===== config.mk =====
export PLATFORM = sky130hd
export DESIGN_NAME = fwd_hazard_ctrl_flat
export DESIGN_NICKNAME = d
export VERILOG_FILES = /design/src/rtl/fwd_hazard_ctrl_pkg.sv /design/src/rtl/fwd_hazard_ctrl_if.sv /design/src/rtl/fwd_hazard_ctrl_fwd_match.sv /design/src/rtl/fwd_hazard_ctrl.sv /design/src/flat_wrapper.sv
export SDC_FILE = /design/constraint.sdc
export NUM_CORES = 1
export LEC_CHECK = 0
export CORE_AREA = 5 5 65 67
export CTS_CLUSTER_DIAMETER = 120
export CTS_CLUSTER_SIZE = 20
export DETAILED_ROUTE_END_ITERATION = 7
export DIE_AREA = 0 0 70 72
export PLACE_DENSITY_LB_ADDON = 0.15
export SLEW_MARGIN = 5
export SYNTH_ARGS = -nofsm -noshare
export SYNTH_HDL_FRONTEND = slang
export SYNTH_SLANG_ARGS = --single-unit
export TNS_END_PERCENT = 10

===== constraint.sdc =====
create_clock -name clk -period 1.95 [get_ports clk]
set_input_delay 0.195 -clock clk [delete_from_list [all_inputs] [get_ports clk]]
set_output_delay 0.195 -clock clk [all_outputs]
set_load 0.02 [all_outputs]

===== src/rtl/fwd_hazard_ctrl_pkg.sv =====
// rtl/fwd_hazard_ctrl_pkg.sv - shared pipeline types and forwarding select codes
package fwd_hazard_ctrl_pkg;

  localparam int REG_AW = 5;

  localparam logic [1:0] FWD_RF    = 2'b00;
  localparam logic [1:0] FWD_EXMEM = 2'b01;
  localparam logic [1:0] FWD_MEMWB = 2'b10;

  typedef struct packed {
    logic              v;
    logic [REG_AW-1:0] rd;
    logic              ld;
  } stage_t;

  function automatic logic is_live(stage_t s);
    return s.v && (s.rd != '0);
  endfunction

endpackage


===== src/rtl/fwd_hazard_ctrl_if.sv =====
// rtl/fwd_hazard_ctrl_if.sv - ID-stage request and EX-stage forwarding/stall bundle
interface fwd_hazard_ctrl_if #(
  parameter int CNT_W = 16
);

  logic                                   id_valid;
  logic [fwd_hazard_ctrl_pkg::REG_AW-1:0] id_rs;
  logic [fwd_hazard_ctrl_pkg::REG_AW-1:0] id_rt;
  logic                                   id_uses_rs;
  logic                                   id_uses_rt;
  logic                                   id_reg_write;
  logic [fwd_hazard_ctrl_pkg::REG_AW-1:0] id_wr_reg;
  logic                                   id_mem_to_reg;
  logic                                   flush;
  logic                                   stall;
  logic [1:0]                             fwd_a_sel;
  logic [1:0]                             fwd_b_sel;
  logic                                   ex_valid;
  logic [CNT_W-1:0]                       stall_count;

  modport master (
    output id_valid, id_rs, id_rt, id_uses_rs, id_uses_rt,
           id_reg_write, id_wr_reg, id_mem_to_reg, flush,
    input  stall, fwd_a_sel, fwd_b_sel, ex_valid, stall_count
  );

  modport slave (
    input  id_valid, id_rs, id_rt, id_uses_rs, id_uses_rt,
           id_reg_write, id_wr_reg, id_mem_to_reg, flush,
    output stall, fwd_a_sel, fwd_b_sel, ex_valid, stall_count
  );

endinterface


===== src/rtl/fwd_hazard_ctrl_fwd_match.sv =====
// rtl/fwd_hazard_ctrl_fwd_match.sv - operand select for one ALU source, youngest producer first
module fwd_match
  import fwd_hazard_ctrl_pkg::*;
(
  input  logic [REG_AW-1:0] i_src,
  input  logic              i_use,
  input  stage_t            i_e,
  input  logic              i_m_v,
  input  logic [REG_AW-1:0] i_m_rd,
  output logic [1:0]        o_sel
);

  logic w_e_hit;
  logic w_m_hit;

  // A load in E has no ALU result yet; that case is covered by the stall.
  assign w_e_hit = i_use && is_live(i_e) && !i_e.ld && (i_e.rd == i_src);
  assign w_m_hit = i_use && i_m_v && (i_m_rd != '0) && (i_m_rd == i_src);

  always_comb begin
    o_sel = FWD_RF;
    if (w_e_hit) begin
      o_sel = FWD_EXMEM;
    end else if (w_m_hit) begin
      o_sel = FWD_MEMWB;
    end
  end

endmodule


===== src/rtl/fwd_hazard_ctrl.sv =====
// rtl/fwd_hazard_ctrl.sv - EX operand forwarding selects, load-use stall and stall counter
module fwd_hazard_ctrl
  import fwd_hazard_ctrl_pkg::*;
#(
  parameter int CNT_W = 16
) (
  input logic               clk,
  input logic               rst_n,
  fwd_hazard_ctrl_if.slave  bus
);

  stage_t            r_e;
  logic              r_m_v;
  logic [REG_AW-1:0] r_m_rd;
  logic [1:0]        r_a_sel;
  logic [1:0]        r_b_sel;
  logic              r_ex_valid;
  logic [CNT_W-1:0]  r_cnt;

  logic       w_hz;
  logic       w_stall;
  logic       w_bubble;
  logic [1:0] w_a_sel;
  logic [1:0] w_b_sel;

  assign w_hz = bus.id_valid && is_live(r_e) && r_e.ld &&
                ((bus.id_uses_rs && (bus.id_rs == r_e.rd)) ||
                 (bus.id_uses_rt && (bus.id_rt == r_e.rd)));

  // A flushed instruction never needs its operands, so flush masks the stall.
  assign w_stall  = rst_n && w_hz && !bus.flush;
  assign w_bubble = !bus.id_valid || w_stall || bus.flush;

  fwd_match u_fwd_a (
    .i_src  (bus.id_rs),
    .i_use  (bus.id_uses_rs),
    .i_e    (r_e),
    .i_m_v  (r_m_v),
    .i_m_rd (r_m_rd),
    .o_sel  (w_a_sel)
  );

  fwd_match u_fwd_b (
    .i_src  (bus.id_rt),
    .i_use  (bus.id_uses_rt),
    .i_e    (r_e),
    .i_m_v  (r_m_v),
    .i_m_rd (r_m_rd),
    .o_sel  (w_b_sel)
  );

  // W-stage producers reach EX through the register-file write-through,
  // so only E and M are tracked here; M no longer needs the load flag.
  always_ff @(posedge clk) begin
    if (!rst_n) begin
      r_e        <= '0;
      r_m_v      <= 1'b0;
      r_m_rd     <= '0;
      r_a_sel    <= FWD_RF;
      r_b_sel    <= FWD_RF;
      r_ex_valid <= 1'b0;
      r_cnt      <= '0;
    end else begin
      r_m_v  <= r_e.v;
      r_m_rd <= r_e.rd;
      if (w_bubble) begin
        r_e        <= '0;
        r_a_sel    <= FWD_RF;
        r_b_sel    <= FWD_RF;
        r_ex_valid <= 1'b0;
      end else begin
        r_e.v      <= bus.id_reg_write;
        r_e.rd     <= bus.id_wr_reg;
        r_e.ld     <= bus.id_mem_to_reg;
        r_a_sel    <= w_a_sel;
        r_b_sel    <= w_b_sel;
        r_ex_valid <= 1'b1;
      end
      if (w_stall && (r_cnt != '1)) begin
        r_cnt <= r_cnt + CNT_W'(1);
      end
    end
  end

  assign bus.stall       = w_stall;
  assign bus.fwd_a_sel   = r_a_sel;
  assign bus.fwd_b_sel   = r_b_sel;
  assign bus.ex_valid    = r_ex_valid;
  assign bus.stall_count = r_cnt;

endmodule


===== src/flat_wrapper.sv =====
// flat-port wrapper written by rule: the top's interface ports become plain ports
module fwd_hazard_ctrl_flat import fwd_hazard_ctrl_pkg::*;
#(
  parameter int CNT_W = 16
)
  (clk, rst_n, bus_id_valid, bus_id_rs, bus_id_rt, bus_id_uses_rs, bus_id_uses_rt, bus_id_reg_write, bus_id_wr_reg, bus_id_mem_to_reg, bus_flush, bus_stall, bus_fwd_a_sel, bus_fwd_b_sel, bus_ex_valid, bus_stall_count);
  fwd_hazard_ctrl_if #(.CNT_W(CNT_W)) bus_i ();
  input logic clk;
  input logic rst_n;
  input wire logic [$bits(bus_i.id_valid)-1:0] bus_id_valid;
  input wire logic [$bits(bus_i.id_rs)-1:0] bus_id_rs;
  input wire logic [$bits(bus_i.id_rt)-1:0] bus_id_rt;
  input wire logic [$bits(bus_i.id_uses_rs)-1:0] bus_id_uses_rs;
  input wire logic [$bits(bus_i.id_uses_rt)-1:0] bus_id_uses_rt;
  input wire logic [$bits(bus_i.id_reg_write)-1:0] bus_id_reg_write;
  input wire logic [$bits(bus_i.id_wr_reg)-1:0] bus_id_wr_reg;
  input wire logic [$bits(bus_i.id_mem_to_reg)-1:0] bus_id_mem_to_reg;
  input wire logic [$bits(bus_i.flush)-1:0] bus_flush;
  output wire logic [$bits(bus_i.stall)-1:0] bus_stall;
  output wire logic [$bits(bus_i.fwd_a_sel)-1:0] bus_fwd_a_sel;
  output wire logic [$bits(bus_i.fwd_b_sel)-1:0] bus_fwd_b_sel;
  output wire logic [$bits(bus_i.ex_valid)-1:0] bus_ex_valid;
  output wire logic [$bits(bus_i.stall_count)-1:0] bus_stall_count;
  assign bus_i.id_valid = bus_id_valid;
  assign bus_i.id_rs = bus_id_rs;
  assign bus_i.id_rt = bus_id_rt;
  assign bus_i.id_uses_rs = bus_id_uses_rs;
  assign bus_i.id_uses_rt = bus_id_uses_rt;
  assign bus_i.id_reg_write = bus_id_reg_write;
  assign bus_i.id_wr_reg = bus_id_wr_reg;
  assign bus_i.id_mem_to_reg = bus_id_mem_to_reg;
  assign bus_i.flush = bus_flush;
  assign bus_stall = bus_i.stall;
  assign bus_fwd_a_sel = bus_i.fwd_a_sel;
  assign bus_fwd_b_sel = bus_i.fwd_b_sel;
  assign bus_ex_valid = bus_i.ex_valid;
  assign bus_stall_count = bus_i.stall_count;
  fwd_hazard_ctrl #(.CNT_W(CNT_W)) u_core (.clk(clk), .rst_n(rst_n), .bus(bus_i));
endmodule

Word level (Yosys, flattened, before mapping)

Index checks and enable logic that the tools add are counted.

Memory bits (writable): 0
ROM bits: 0
Flip-flop bits (word level): 34
Bits of input ports: 23
Bits in latches: 0
Memories: 0
Output and inout bits: 22
Logic and storage cells: 57

Equal/unequal tests: 7
Bitwise gates (word level): 1
Order comparisons: 0
Mux-type cells: 5
Reductions and logical operators: 32
Divide/modulo/power cells: 0
Multiply operators: 0
Add/subtract/negate cells: 1
Shift operators: 0

Operators with widths:

| cell                                           | count |
|---|---|
| equality test 5 bit                            | 6 |
| logical AND 1 bit                              | 21 |
| adder 16 x 1 -> 16 bit (second input constant) | 1 |
| != test 16 bit (second input constant)         | 1 |
| nonzero test 5 bit                             | 2 |
| OR reduction 3 bit                             | 2 |
| two-way mux 2 bit                              | 2 |
| logical NOT 1 bit                              | 3 |
| logical OR 1 bit                               | 3 |
| two-way mux 1 bit                              | 3 |
| OR reduction 2 bit                             | 1 |
| inverter 1 bit                                 | 1 |

Depth between registers and ports, before layout

Word-level depth: 10
Mapped depth: 9
Gate-level depth less buffers: 7

Hierarchy

From an unflattened synthesis, not the netlist that was laid out.

Cells, all modules: 207
Area, all modules: 1,898.1 sq um

Modules (own cells, without submodules):

| module          | area each (sq um) | instances | sequential area each (sq um) | cells each |
|---|---|---|---|---|
| fwd_hazard_ctrl | 1,555.2           | 1         | 680.7                        | 163 |
| fwd_match       | 171.4             | 2         | 0.0                          | 22 |

Worst setup path after synthesis

No wires, ideal clock.

Path type: reg-to-reg
Start: register u_core.r_cnt[0] (netlist: u_core.bus.stall_count[0])
End: register u_core.r_cnt[15] (netlist: u_core.bus.stall_count[15])
Library setup time: 0.072 ns
Required time: 1.878 ns
Path buffers: 1
Stages on the path, launching flop included: 9
Data arrival time: 1.716 ns
Clock period less this slack: 1.788 ns
Path slack: 0.162 ns
Path through: dfxtp_1 -> ha_1 -> nand2_1 -> nor3_1 -> a21oi_1 -> o21ai_2 -> buf_6 -> nor4_1 -> mux2i_1

Longest elaborated chain between the ends: 2
Elaborated cells on any way between the ends: 3
Classes of those cells: add/sub: 1; eq/ne: 1; reduce/logical: 1

Ends and longest elaborated chain:

| item                                                           | line                  | RTL |
|---|---|---|
| start: declaration                                             | fwd_hazard_ctrl.sv:18 | `logic [CNT_W-1:0] r_cnt;` |
| start signal: assignment                                       | fwd_hazard_ctrl.sv:80 | `r_cnt <= r_cnt + CNT_W'(1);` |
| branches (longest 2 deep; another with adder 16 x 1 -> 16 bit) | -                     |  |

Parallel ways; which one is timed is not known.
A chain may end at the register's enable or synchronous reset.

Worst setup path after layout

Start: register u_core.r_e[4] in the netlist's numbering
End: register u_core.r_cnt[13] (netlist: u_core.bus.stall_count[13])

Longest elaborated chain between the ends: 8
Elaborated cells on any way between the ends: 13
Classes of those cells: eq/ne: 2; reduce/logical: 11

Ends and longest elaborated chain:

| item                             | line                      | RTL |
|---|---|---|
| start: declaration               | fwd_hazard_ctrl.sv:12     | `stage_t r_e;` |
| nonzero test 5 bit               | fwd_hazard_ctrl_pkg.sv:17 | `return s.v && (s.rd != '0);` |
| logical AND 1 bit                | fwd_hazard_ctrl_pkg.sv:17 |  |
| logical AND 1 bit (2 in a row)   | fwd_hazard_ctrl.sv:26     | `assign w_hz = bus.id_valid && is_live(r_e) && r_e.ld &&` |
| logical AND 1 bit *              | fwd_hazard_ctrl.sv:26     |  |
| logical AND 1 bit * (2 in a row) | fwd_hazard_ctrl.sv:31     | `assign w_stall = rst_n && w_hz && !bus.flush;` |
| logical AND 1 bit *              | fwd_hazard_ctrl.sv:79     | `if (w_stall && (r_cnt != '1)) begin` |

Every way passes the cells marked *; elsewhere a longest branch is shown, timed or not.

==> flow_summary_export.csv <==
group,metric,value,unit
timing,worstMarginPinSlew,0.413,ns
global_route,use_met2,28.5,%
critical_path,required,2.21,ns
drt,antenna_left,0,
layout,diodes,0,
global_route,grt_overflow_total,0,
power_and_ir_drop,p_comb_share,11.8,%
logic_synthesis,yosysUniqueCellTypes,38,
floorplanning,coreArea,3580,µm²
placed_design,place_congestion,0.845,
drt,route.vias.total,1616,
critical_path,worst_r2r_path_depth,7,
drt,wl,4450,µm
timing,grt_setup_unrepaired,"true",
critical_path,crit_buf_inv,1,
placed_design,io_buffers,44,
layout,drive_gt1_share,26.8,%
run,cap_violations,0,
drt,drt_iter0_markers,87,
cts,cts_root_buf,"clkbuf_4",
critical_path,crit_family,"simple AND/OR/NAND/NOR gates",
logic_synthesis,synth-seq-cells,34,
floorplanning,io_pins,45,
min_path,hold_path_class,"primary input to flip-flop",
cts,tritoncts,"done",
power_and_ir_drop,power.leakage,0.000977,µW
critical_path,critPathMaxStageDelay,0.54,ns
min_path,hold_start,"bus_id_wr_reg[2]",
cts,htree_levels,2,
placed_design,dpl.hpwl,3350,µm
placed_design,post-place-cells,291,
global_route,first_global_vias,1531,
logic_synthesis,yosysSeqAreaShare,42.0,%
layout,final_nets,280,
cts,clock_latency,0.34,ns
logic_synthesis,synth.top_cell.area_share,42.0,%
power_and_ir_drop,peakVddDrop,0.376,mV
layout,final_common_cell,"clkdlybuf4s50_1",
logic_synthesis,synth_flop_cell,"dfxtp_1",
global_route,grtUsageMet3,5.40,%
power_and_ir_drop,power_frac_seq,57.6,%
floorplanning,die-area,5040,µm²
layout,stdcell_count,305,
power_and_ir_drop,p_sw,295,µW
power_and_ir_drop,power.share.switching,24.1,%
timing,slew_viol_final,0,
logic_synthesis,postSynth.asyncResetShare,0,%
timing,period_share,101,%
critical_path,reg2reg_setup_slack,-0.02,ns
critical_path,regToRegStartpoint,"u_core.r_e[4]",
critical_path,critPathMaxFanout,6,
layout,final_cell_mix,"clkdlybuf4s50_1, buf_4, dfxtp_1, xor2_1, nand3_1",
timing,setup_viol_count_final,1,
min_path,min_to,"u_core.r_e[3]",
critical_path,critPathLaunchType,"flip-flop",
status,status,"complete, but fails checks",
layout,fin_util,70.6,%
cts,clk_path_buf_depth,2,
timing,fmax,508,MHz
power_and_ir_drop,p_int,932,µW
status,violations,"negative setup slack",
layout,area_growth,55.7,%
global_route,grt_first_pass_wirelength,6910,µm
logic_synthesis,synth_largest_area_cell,"dfxtp_1",
logic_synthesis,syn_inst,176,
floorplanning,start_util,45.3,%
floorplanning,fp-row-count,22,
critical_path,crit_arrival,2.23,ns
floorplanning,die_y,72,µm
power_and_ir_drop,power_density,486,nW/µm²
logic_synthesis,syn_area_per_cell,9.21,µm²
global_route,grt_max_degree,14,
critical_path,crit_type,"flip-flop to flip-flop",
timing,period_minus_slack,1.97,ns
cts,hold_buffers,0,
power_and_ir_drop,clockPowerShare,30.6,%
cts,cts_buffers,5,
global_route,antenna_found_initial,0,
critical_path,slowest_stage,"or4_4",
drt,wl_per_cell,14.6,µm
layout,seq_area,689,µm²
logic_synthesis,netlist_area,1620,µm²
critical_path,endpoint_kind,"flip-flop",
cts,cts.sinks,34,
drt,dr.pass1.iters,4,
critical_path,r2r_end,"u_core.bus.stall_count[13]",
layout,fillers,281,
global_route,grt_busiest_layer,"met2",
global_route,grtUsageTotal,17.1,%
logic_synthesis,synth_warnings,0,
logic_synthesis,syn_nets,200,
logic_synthesis,ys_top_cells_by_area,"dfxtp_1, xor2_1, nand3_1, xnor2_1, and3_1",
min_path,holdPathStages,2,
timing,slew_headroom,72.4,%
cts,clk_pin_slew,0.10,ns
layout,multi_input_area,988,µm²
global_route,gr-usage-met1,20.9,%
logic_synthesis,synth_edf_count,0,
timing,setup_ws,-0.0182,ns
critical_path,crit_chain,"xnor2_1 > nand4_1 > nor3_4 > buf_4 > o21ai_4 > or4_4 > a21oi_2",
drt,viasPerCell,5.30,
floorplanning,die_w,70,µm
timing,skew,0.0152,ns
drt,drc_errors,0,
timing,hold_viol_final,0,
[area by class of cell]
class / count / area share, %
timing repair buffer: 78 / 28.4
sequential: 34 / 27.3
tap: 48 / 2.38
clock buffer: 6 / 1.64
multi-input combinational: 133 / 39.1
clock inverter: 2 / 0.545
inverter: 4 / 0.595
[power by group through the flow]
stage                     Combinational, µW  Sequential, µW  Clock [µW]
after floorplan                        45.8             723           0
after global routing                    156             707         427
after CTS                               137             706         391
final                                   145             706         375
after global placement                  130             723           0
after detailed placement                134             723           0
[sequential cells by signal (all words and copies together), names as in the netlist]
register	cells
u_core.bus.stall_count	16
u_core.r_e	7
u_core.r_m_rd	5
u_core.bus.fwd_a_sel	2
u_core.bus.fwd_b_sel	2
u_core.bus.ex_valid	1
u_core.r_m_v	1
[cell families after synthesis]
group	Yosys count	share of synthesized area, %
and+or+nand+nor	75	27.8
xor gates and xnor gates	22	11.9
adders and majority gates	1	0.771
buffers and inverters	9	3.24
AOI/OAI and AO/OA	34	13.7
muxes	1	0.617
DFF	34	42.0
[what timing repair did]
action / in CTS / in global routing
setup endpoints to repair: 14 / 20
buffers inserted: 4 / 2
pin swaps: 8 / 10
gates resized for setup: 17 / 17
[synth_stat cells (5+ instances only)]
library cell	n
and3_1	9
xor2_1	15
nand3_1	13
o21ai_0	10
or3_1	7
xnor2_1	7
dfxtp_1	34
a21oi_1	10
nand4_1	5
and2_1	5
nor2_1	7
nand2_1	8
[worst max path at each step]
stage	startpoint	endpoint	cells past startpoint
after detailed placement	bus_id_rs[2]	u_core.bus.stall_count[13]	8
after global routing	u_core.r_e[4]	u_core.bus.stall_count[13]	7
after global placement	bus_id_rt[0]	u_core.bus.stall_count[14]	8
after floorplan	u_core.bus.stall_count[0]	u_core.bus.stall_count[15]	8
final	u_core.r_e[4]	u_core.bus.stall_count[13]	7
after CTS	u_core.r_e[3]	u_core.bus.stall_count[2]	9
[routing by layer]
metal	vias to the layer above	part of all wire (%)
met5	-	0
met4	0	1.3
met3	9	5.6
met2	47	49
met1	761	44
li1	799	-
[per-stage QoR]
| stage | setup WS (ns) | instance area, µm² | power, µW | hold WS [ns] | TNS [ns] |
|---|---|---|---|---|---|
| global route | -0.102 | 2520 | 1290 | 0.399 | -0.834 |
| global placement | -0.299 | 2310 | 853 | 0.465 | -4.33 |
| detailed placement | -0.366 | 2310 | 857 | 0.487 | -5.59 |
| CTS | -0.0552 | 2420 | 1230 | 0.407 | -0.124 |
| finish | -0.0182 | 2520 | 1230 | 0.419 | -0.0182 |
| floorplan | 0.162 | 1620 | 769 | 0.324 | 0 |
(Power assumes the default switching activity.)
